$ cat config.mk
export PLATFORM = sky130hd
export DESIGN_NAME = axi_isolate_ctrl
export DESIGN_NICKNAME = d
export VERILOG_FILES = /design/src/rtl/axi_isolate_pkg.sv /design/src/rtl/axi_isolate_cnt.sv /design/src/rtl/axi_isolate_ctrl.sv
export SDC_FILE = /design/constraint.sdc
export NUM_CORES = 1
export LEC_CHECK = 0
export ABC_CLOCK_PERIOD_IN_PS = 2150
export CAP_MARGIN = 20
export CORE_ASPECT_RATIO = 1.1
export CORE_MARGIN = 5
export CORE_UTILIZATION = 44
export CTS_CLUSTER_DIAMETER = 30
export DETAILED_ROUTE_END_ITERATION = 8
export PLACE_DENSITY = 0.74
export SYNTH_ARGS = -nofsm -noshare
export SYNTH_HDL_FRONTEND = slang
export SYNTH_SLANG_ARGS = --single-unit
$ cat constraint.sdc
create_clock -name clk_i -period 2.15 [get_ports clk_i]
set_clock_uncertainty 0.05 [all_clocks]
set_input_delay 0.5375 -clock clk_i [delete_from_list [all_inputs] [get_ports clk_i]]
set_output_delay 0.5375 -clock clk_i [all_outputs]
set_load 0.1 [all_outputs]
$ cat src/rtl/axi_isolate_pkg.sv
// Shared types and helpers for the AXI isolate controller.
//   iso_state_t : controller states RUN / DRAIN / ISOLATED
//   cnt_width() : bit width needed to hold 0..max_outstanding
package axi_isolate_pkg;

    typedef enum logic [1:0] {
        RUN      = 2'd0,
        DRAIN    = 2'd1,
        ISOLATED = 2'd2
    } iso_state_t;

    function automatic int unsigned cnt_width(input int unsigned max_outstanding);
        return $clog2(max_outstanding + 1);
    endfunction

endpackage

$ cat src/rtl/axi_isolate_cnt.sv
// Saturating up/down outstanding-burst counter.
// Ports:
//   clk, rst  : clock, asynchronous active-high reset
//   inc, dec  : count up / down; both together leave the count unchanged
//   clr       : synchronous clear (wins over inc/dec)
//   at_max    : count has reached MAX
//   is_zero   : count is zero
module axi_isolate_cnt
    import axi_isolate_pkg::*;
#(
    parameter int unsigned MAX = 16
) (
    input  logic clk,
    input  logic rst,
    input  logic inc,
    input  logic dec,
    input  logic clr,
    output logic at_max,
    output logic is_zero
);

    localparam int unsigned W = cnt_width(MAX);

    logic [W-1:0] count;

    // A decrement at zero is a protocol violation upstream; holding at zero
    // keeps the drain check from being fooled by a wrapped count.
    always_ff @(posedge clk or posedge rst) begin
        if (rst) begin
            count <= '0;
        end else if (clr) begin
            count <= '0;
        end else if (inc && !dec && !at_max) begin
            count <= count + W'(1);
        end else if (dec && !inc && !is_zero) begin
            count <= count - W'(1);
        end
    end

    assign at_max  = (count >= W'(MAX));
    assign is_zero = (count == '0);

endmodule

$ cat src/rtl/axi_isolate_ctrl.sv
// Isolate sequencer for the AXI dual-clock slave slice (slave-side clock domain).
// On isolate_req_i it closes the AW/AR handshakes, waits for outstanding
// writes/reads and any open W burst to finish, then asserts isolate_o and
// isolate_ack_o. Dropping the request returns to RUN (aborting a drain).
// Ports:
//   clk_i, rst_i                 : clock, asynchronous active-high reset
//   isolate_req_i                : level request, 1 = isolate
//   isolate_o, isolate_ack_o     : high exactly while ISOLATED
//   timeout_o                    : drain ended by timeout (sticky until RUN)
//   aw_/ar_ valid/ready _i/_o    : gated address handshakes master <-> slice
//   w_*, b_*, r_*                : monitored data/response channels
// Build option: define AXI_ISOLATE_TIMEOUT_EN to bound DRAIN to TIMEOUT_CYCLES;
// otherwise DRAIN waits indefinitely and timeout_o is tied low.
module axi_isolate_ctrl
    import axi_isolate_pkg::*;
#(
    parameter int unsigned MAX_OUTSTANDING = 16,
    parameter int unsigned TIMEOUT_CYCLES  = 1024
) (
    input  logic clk_i,
    input  logic rst_i,
    input  logic isolate_req_i,
    output logic isolate_o,
    output logic isolate_ack_o,
    output logic timeout_o,
    input  logic aw_valid_i,
    input  logic aw_ready_i,
    output logic aw_valid_o,
    output logic aw_ready_o,
    input  logic ar_valid_i,
    input  logic ar_ready_i,
    output logic ar_valid_o,
    output logic ar_ready_o,
    input  logic w_valid_i,
    input  logic w_ready_i,
    input  logic w_last_i,
    input  logic b_valid_i,
    input  logic b_ready_i,
    input  logic r_valid_i,
    input  logic r_ready_i,
    input  logic r_last_i
);

    if (MAX_OUTSTANDING < 1 || TIMEOUT_CYCLES < 2) begin : g_param_check
        $error("axi_isolate_ctrl: MAX_OUTSTANDING must be >= 1 and TIMEOUT_CYCLES >= 2");
    end

    iso_state_t state, state_nxt;

    logic aw_open, ar_open;
    logic wr_at_max, wr_zero, rd_at_max, rd_zero;
    logic wr_inc, wr_dec, rd_inc, rd_dec;
    logic hold, cnt_clr, drain_timeout, drained;
    logic w_busy;

    assign hold    = (state == ISOLATED);
    assign aw_open = (state == RUN) && !wr_at_max;
    assign ar_open = (state == RUN) && !rd_at_max;

    assign aw_valid_o = aw_valid_i & aw_open;
    assign aw_ready_o = aw_ready_i & aw_open;
    assign ar_valid_o = ar_valid_i & ar_open;
    assign ar_ready_o = ar_ready_i & ar_open;

    assign wr_inc = aw_valid_o & aw_ready_i;
    assign wr_dec = b_valid_i & b_ready_i & ~hold;
    assign rd_inc = ar_valid_o & ar_ready_i;
    assign rd_dec = r_valid_i & r_ready_i & r_last_i & ~hold;

    axi_isolate_cnt #(.MAX(MAX_OUTSTANDING)) u_wr_cnt (
        .clk     (clk_i),
        .rst     (rst_i),
        .inc     (wr_inc),
        .dec     (wr_dec),
        .clr     (cnt_clr),
        .at_max  (wr_at_max),
        .is_zero (wr_zero)
    );

    axi_isolate_cnt #(.MAX(MAX_OUTSTANDING)) u_rd_cnt (
        .clk     (clk_i),
        .rst     (rst_i),
        .inc     (rd_inc),
        .dec     (rd_dec),
        .clr     (cnt_clr),
        .at_max  (rd_at_max),
        .is_zero (rd_zero)
    );

    // Tracks a W burst that has started but not yet delivered its last beat.
    always_ff @(posedge clk_i or posedge rst_i) begin
        if (rst_i) begin
            w_busy <= 1'b0;
        end else if (cnt_clr) begin
            w_busy <= 1'b0;
        end else if (!hold && w_valid_i && w_ready_i) begin
            w_busy <= !w_last_i;
        end
    end

    assign drained = wr_zero && rd_zero && !w_busy;

`ifdef AXI_ISOLATE_TIMEOUT_EN
    localparam int unsigned TW = $clog2(TIMEOUT_CYCLES);

    logic [TW-1:0] tmr;
    logic          timeout_q;

    // Held at zero outside DRAIN, so every DRAIN entry starts from zero.
    always_ff @(posedge clk_i or posedge rst_i) begin
        if (rst_i) begin
            tmr <= '0;
        end else if (state != DRAIN) begin
            tmr <= '0;
        end else begin
            tmr <= tmr + TW'(1);
        end
    end

    assign drain_timeout = (state == DRAIN) && (tmr == TW'(TIMEOUT_CYCLES - 1));
    // A forced isolate abandons the bus bookkeeping; the slice is reset-equivalent afterwards.
    assign cnt_clr       = drain_timeout && isolate_req_i;

    always_ff @(posedge clk_i or posedge rst_i) begin
        if (rst_i) begin
            timeout_q <= 1'b0;
        end else if (state_nxt == RUN) begin
            timeout_q <= 1'b0;
        end else if (cnt_clr) begin
            timeout_q <= 1'b1;
        end
    end

    assign timeout_o = timeout_q;
`else
    assign drain_timeout = 1'b0;
    assign cnt_clr       = 1'b0;
    assign timeout_o     = 1'b0;
`endif

    always_ff @(posedge clk_i or posedge rst_i) begin
        if (rst_i) begin
            state <= RUN;
        end else begin
            state <= state_nxt;
        end
    end

    // Abort (request dropped) takes priority over completing the drain.
    always_comb begin
        state_nxt = state;
        unique case (state)
            RUN: begin
                if (isolate_req_i) state_nxt = DRAIN;
            end
            DRAIN: begin
                if (!isolate_req_i)              state_nxt = RUN;
                else if (drained || drain_timeout) state_nxt = ISOLATED;
            end
            ISOLATED: begin
                if (!isolate_req_i) state_nxt = RUN;
            end
            default: state_nxt = RUN;
        endcase
    end

    assign isolate_o     = (state == ISOLATED);
    assign isolate_ack_o = (state == ISOLATED);

endmodule
# After elaboration in Yosys (flattened, before gate mapping)
# Cells that the tools add are included.
# totals
ff_bits	13
inputBits	15
wordCells	67
# op_classes
n_mux	9
bitwise_logic	12
order_cmp	2
n_eq_ne	5
add_sub_neg	4
reduce_logical	31
# ops
cell	n
5-bit two-way mux	4
1-bit logical AND	14
1-bit bitwise AND	11
1-bit logical NOT	11
5-bit by 1-bit adder with 5-bit output, second input constant	2
5-bit >= comparator, second input constant	2
5-bit logical NOT	2
5-bit by 1-bit subtractor with 5-bit output, second input constant	2
2-bit two-way mux	4
2-bit case mux with 3 select lines	1
2-bit != test, second input constant	2
2-bit nonzero test	2
3-bit != test, second input constant	1
3-bit AND reduction	1
2-bit by 1-bit equality test with 1-bit output, second input constant	1
2-bit equality test, second input constant	1
2-bit logical NOT	1
1-bit NOT	1

# Longest topological paths before layout
# depth
depth_word	10
depth_mapped	10
mapped_depth_nobuf	10

# Cells and area by module
# Synthesis repeated with hierarchy kept, for this count alone.
# hier_totals
cells_unflattened	106
area_unflattened_um2	1032.2
# modules_own_cells
module	cells_per_inst	seq_area_each_um2	area_per_inst_um2	instances
axi_isolate_cnt	41	125.1	400.4	2
axi_isolate_ctrl	24	75.1	231.5	1

# Least setup slack after synthesis
# OpenSTA, ideal clock, no wires.
# synth_timing
kind	flip-flop to output port
startpoint	reg state[1]
endpoint	out ar_ready_o
required_time_ps	1562
stages_incl_launch_ff	2
path_slack_ps	-2084
t_arrival_ps	3647
cell_sequence	dfrtp_1 -> nor4b_1
# synth_between
elab_chain_cells	3
# synth_lines
element	line_no	source
start: declaration	axi_isolate_ctrl.sv:48	iso_state_t state, state_nxt;
start signal: assignment	axi_isolate_ctrl.sv:145	state <= state_nxt;
2-bit logical NOT	axi_isolate_ctrl.sv:58	assign ar_open = (state == RUN) && !rd_at_max;
1-bit logical AND	axi_isolate_ctrl.sv:58	
1-bit bitwise AND	axi_isolate_ctrl.sv:63	assign ar_ready_o = ar_ready_i & ar_open;
end: declaration	axi_isolate_ctrl.sv:33	output logic ar_ready_o,
# No other way between the ends.

# Final worst setup path
# layout_timing
startpoint	reg state[0]
endpoint	out aw_valid_o
# layout_between
elab_chain_cells	3
# layout_lines
element	line_no	source
2-bit logical NOT	axi_isolate_ctrl.sv:57	assign aw_open = (state == RUN) && !wr_at_max;
1-bit logical AND	axi_isolate_ctrl.sv:57	
1-bit bitwise AND	axi_isolate_ctrl.sv:60	assign aw_valid_o = aw_valid_i & aw_open;
end: declaration	axi_isolate_ctrl.sv:28	output logic aw_valid_o,
# No other way between the ends.

==> results.json <==
{
  "status": "completed",
  "nets": 161,
  "cts_buffer_depth": 2,
  "grt-ovfl-total": 0,
  "wl_per_cell_um": 15.7,
  "final_area_um2": 1540,
  "hpwl_um": 1900,
  "cts_tree": "yes",
  "drive_above_1_share_pct": 38.2,
  "place_area_um2": 1430,
  "max-cap-violations": 0,
  "layout_min_cycle_time_ps": 2130,
  "setup_viol": 0,
  "synth.avg_cell_area_um2": 10.0,
  "rsz0062_at_grt": "yes",
  "fin_cells": 164,
  "core_um2": 2040,
  "use_met3_pct": 3.27,
  "ios": 22,
  "tightest_slew_ps": 515,
  "met1_usage_pct": 21.4,
  "synth_seq_area_share_pct": 33.9,
  "grt_first_pass_wirelength_um": 4060,
  "clkPwrFrac_pct": 10.6,
  "synthDistinctLibCells": 34,
  "antenna_found_initial": 0,
  "layout_commonest_cell": "buf_4",
  "cts_made_buffers": 3,
  "post-route-period-util_pct": 99.2,
  "track_usage_pct": 17.8,
  "rows": 17,
  "ff_latch_area_um2": 327,
  "end_kind": "primary output",
  "combPwrFrac_pct": 60.9,
  "finalWirelength_um": 2580,
  "viasPerCell": 5.34,
  "p_sw_uw": 645,
  "die_h_um": 59.0,
  "critPathArrivalTime_ps": 1550,
  "internal_power_uw": 879,
  "start_util_pct": 47.1,
  "seqPwrFrac_pct": 28.5,
  "setup.worst_path.class": "reg -> out",
  "peakVddDrop_uv": 637,
  "post-route-drc-count": 0,
  "syn-num-nets": 120,
  "yosysWarnings": 0,
  "syn-cell-area_um2": 961,
  "r2r_setup_slack_ps": 50,
  "die_w_um": 54.6,
  "nFillCells": 150,
  "antenna_cells": 0,
  "ys_ff_latch": 13,
  "clk_latency_ps": 290,
  "final_max_slew_viol_count": 0,
  "cp.required_ps": 1560,
  "path_max_fanout": 3,
  "min_path_type": "reg -> reg",
  "dieArea_um2": 3220,
  "mostFrequentLayoutCells": "buf_4, dfrtp_1, clkdlybuf4s50_1, nand2_1, xnor2_1",
  "cts.sinks": 13,
  "drt_iter0_markers": 7,
  "slew_headroom_pct": 65.7,
  "fin_util_pct": 75.6,
  "hold_buffers": 0,
  "gp_congestion": 0.839,
  "port_buffers": 20,
  "path_clk_slew_ps": 80,
  "final_hold_viol_count": 0,
  "synthCells": 96,
  "num_vias": 876,
  "p_per_area_nw_per_um2": 987,
  "p_sw_share_pct": 42.3,
  "use_met2_pct": 29.7,
  "drt_pre_antenna_iters": 4,
  "placed_cells": 155,
  "cts_root_buffer": "clkbuf_4",
  "fmax_mhz": 469,
  "grt-busiest-layer": "met2",
  "multi_input_area_um2": 724,
  "syn_to_final_growth_pct": 60.7,
  "grt_max_degree": 14,
  "cts_max_level": 1,
  "totalPowerFinal_mw": 1.52,
  "ant_nets": 0,
  "crit_path_start_kind": "register",
  "grt_pass1_vias": 911,
  "p_leak_nw": 0.633
}
[power groups by stage]
stage / registers [mW] / logic (mW) / clock network (mW)
finish: 0.434 / 0.929 / 0.161
global route: 0.449 / 1.03 / 0.176
CTS: 0.434 / 0.901 / 0.161
detailed placement: 0.438 / 0.857 / 0
global placement: 0.435 / 0.828 / 0
floorplan: 0.433 / 0.616 / 0
[critical path, cell delays in order, from the launching register on]
cell     delay, ps
dfrtp_1        410
buf_6          140
nor4b_4        340
buf_4          200
buf_12         170
[Yosys cell counts]
| cell | number | area, um^2 |
|---|---|---|
| dfrtp_1 | 13 | 325 |
| inv_1 | 8 | 30.0 |
| ha_1 | 7 | 87.6 |
| nand2_1 | 7 | 26.3 |
| xnor2_1 | 7 | 61.3 |
| nand3_1 | 6 | 30.0 |
| o21ai_0 | 6 | 30.0 |
| a21oi_1 | 5 | 25.0 |
| a22o_1 | 4 | 35.0 |
| nand2b_1 | 3 | 18.8 |
| buf_4 | 2 | 15.0 |
| fa_1 | 2 | 40.0 |
| mux2i_1 | 2 | 20.0 |
| nor2b_1 | 2 | 12.5 |
| nor4b_1 | 2 | 17.5 |
| o311ai_0 | 2 | 17.5 |
| a21o_1 | 1 | 7.51 |
| and2_1 | 1 | 6.26 |
| and3_1 | 1 | 6.26 |
| and3b_1 | 1 | 8.76 |
| conb_1 | 1 | 3.75 |
| nand2_2 | 1 | 6.26 |
| nand2b_2 | 1 | 8.76 |
| nand3b_1 | 1 | 7.51 |
| nand4_4 | 1 | 21.3 |
| nor2_1 | 1 | 3.75 |
| nor4_1 | 1 | 6.26 |
| nor4_2 | 1 | 12.5 |
| nor4b_2 | 1 | 15.0 |
| nor4b_4 | 1 | 23.8 |
| o211ai_1 | 1 | 7.51 |
| o21ai_1 | 1 | 5.00 |
| or4b_1 | 1 | 10.0 |
| xor2_1 | 1 | 8.76 |
[sequential cells by signal, indices dropped and copies added (netlist names)]
| name | count |
|---|---|
| state | 2 |
| u_rd_cnt.count | 5 |
| u_wr_cnt.count | 5 |
| w_busy | 1 |
[cell families after synthesis]
family                   synth area share, %
AND/OR/NAND/NOR                         25.1
AO/OA/AOI/OAI                           13.3
flip-flops                              33.9
buffers and inverters                   4.69
adder cells (fa/ha/maj)                 13.3
XOR/XNOR                                7.29
multiplexers                            2.08
other                                  0.390
[repair_timing]
action | CTS | global route
setup endpoints to repair | 7 | 3
pin swaps | 6 | 11
buffers inserted | 1 | 4
gates resized for setup | 10 | 6
hold endpoints to repair | 0 | 0
[metrics by stage]
| stage | TNS, ps | setup WS, ps | hold WS (ps) |
|---|---|---|---|
| after floorplan | -8230 | -891 | 364 |
| after detailed placement | -2110 | -380 | 460 |
| final | 0 | 16.5 | 488 |
| after global routing | -206 | -74.5 | 536 |
| after CTS | -23.6 | -23.6 | 478 |
| after global placement | -1830 | -337 | 428 |
[routing by layer]
metal	vias to the layer above	part of all wire [%]
met3	7	4.6
met5	-	0
met1	421	40
li1	421	-
met4	0	2.5
met2	27	53
[worst paths after layout]
path,startpoint,end,cells past startpoint
min reg2reg,w_busy$_DFFE_PP0P_,w_busy$_DFFE_PP0P_,2
min,w_busy$_DFFE_PP0P_,w_busy$_DFFE_PP0P_,2
max,state[0]$_DFFE_PP0P_,aw_valid_o,4
min in group asynchronous,rst_i,u_rd_cnt.count[1]$_DFFE_PP0P_,2
max in group asynchronous,rst_i,state[1]$_DFFE_PP0P_,2
max reg2reg,state[0]$_DFFE_PP0P_,u_wr_cnt.count[4]$_DFFE_PP0P_,9
[layout make-up]
class / count / share of cell area (%)
flip-flops and latches: 13 / 21.2
inverters: 8 / 2.19
clock buffers: 4 / 1.70
multi-input cells: 73 / 46.9
repair buffers: 38 / 25.8
well taps: 28 / 2.27
(Power assumes the default switching activity.)
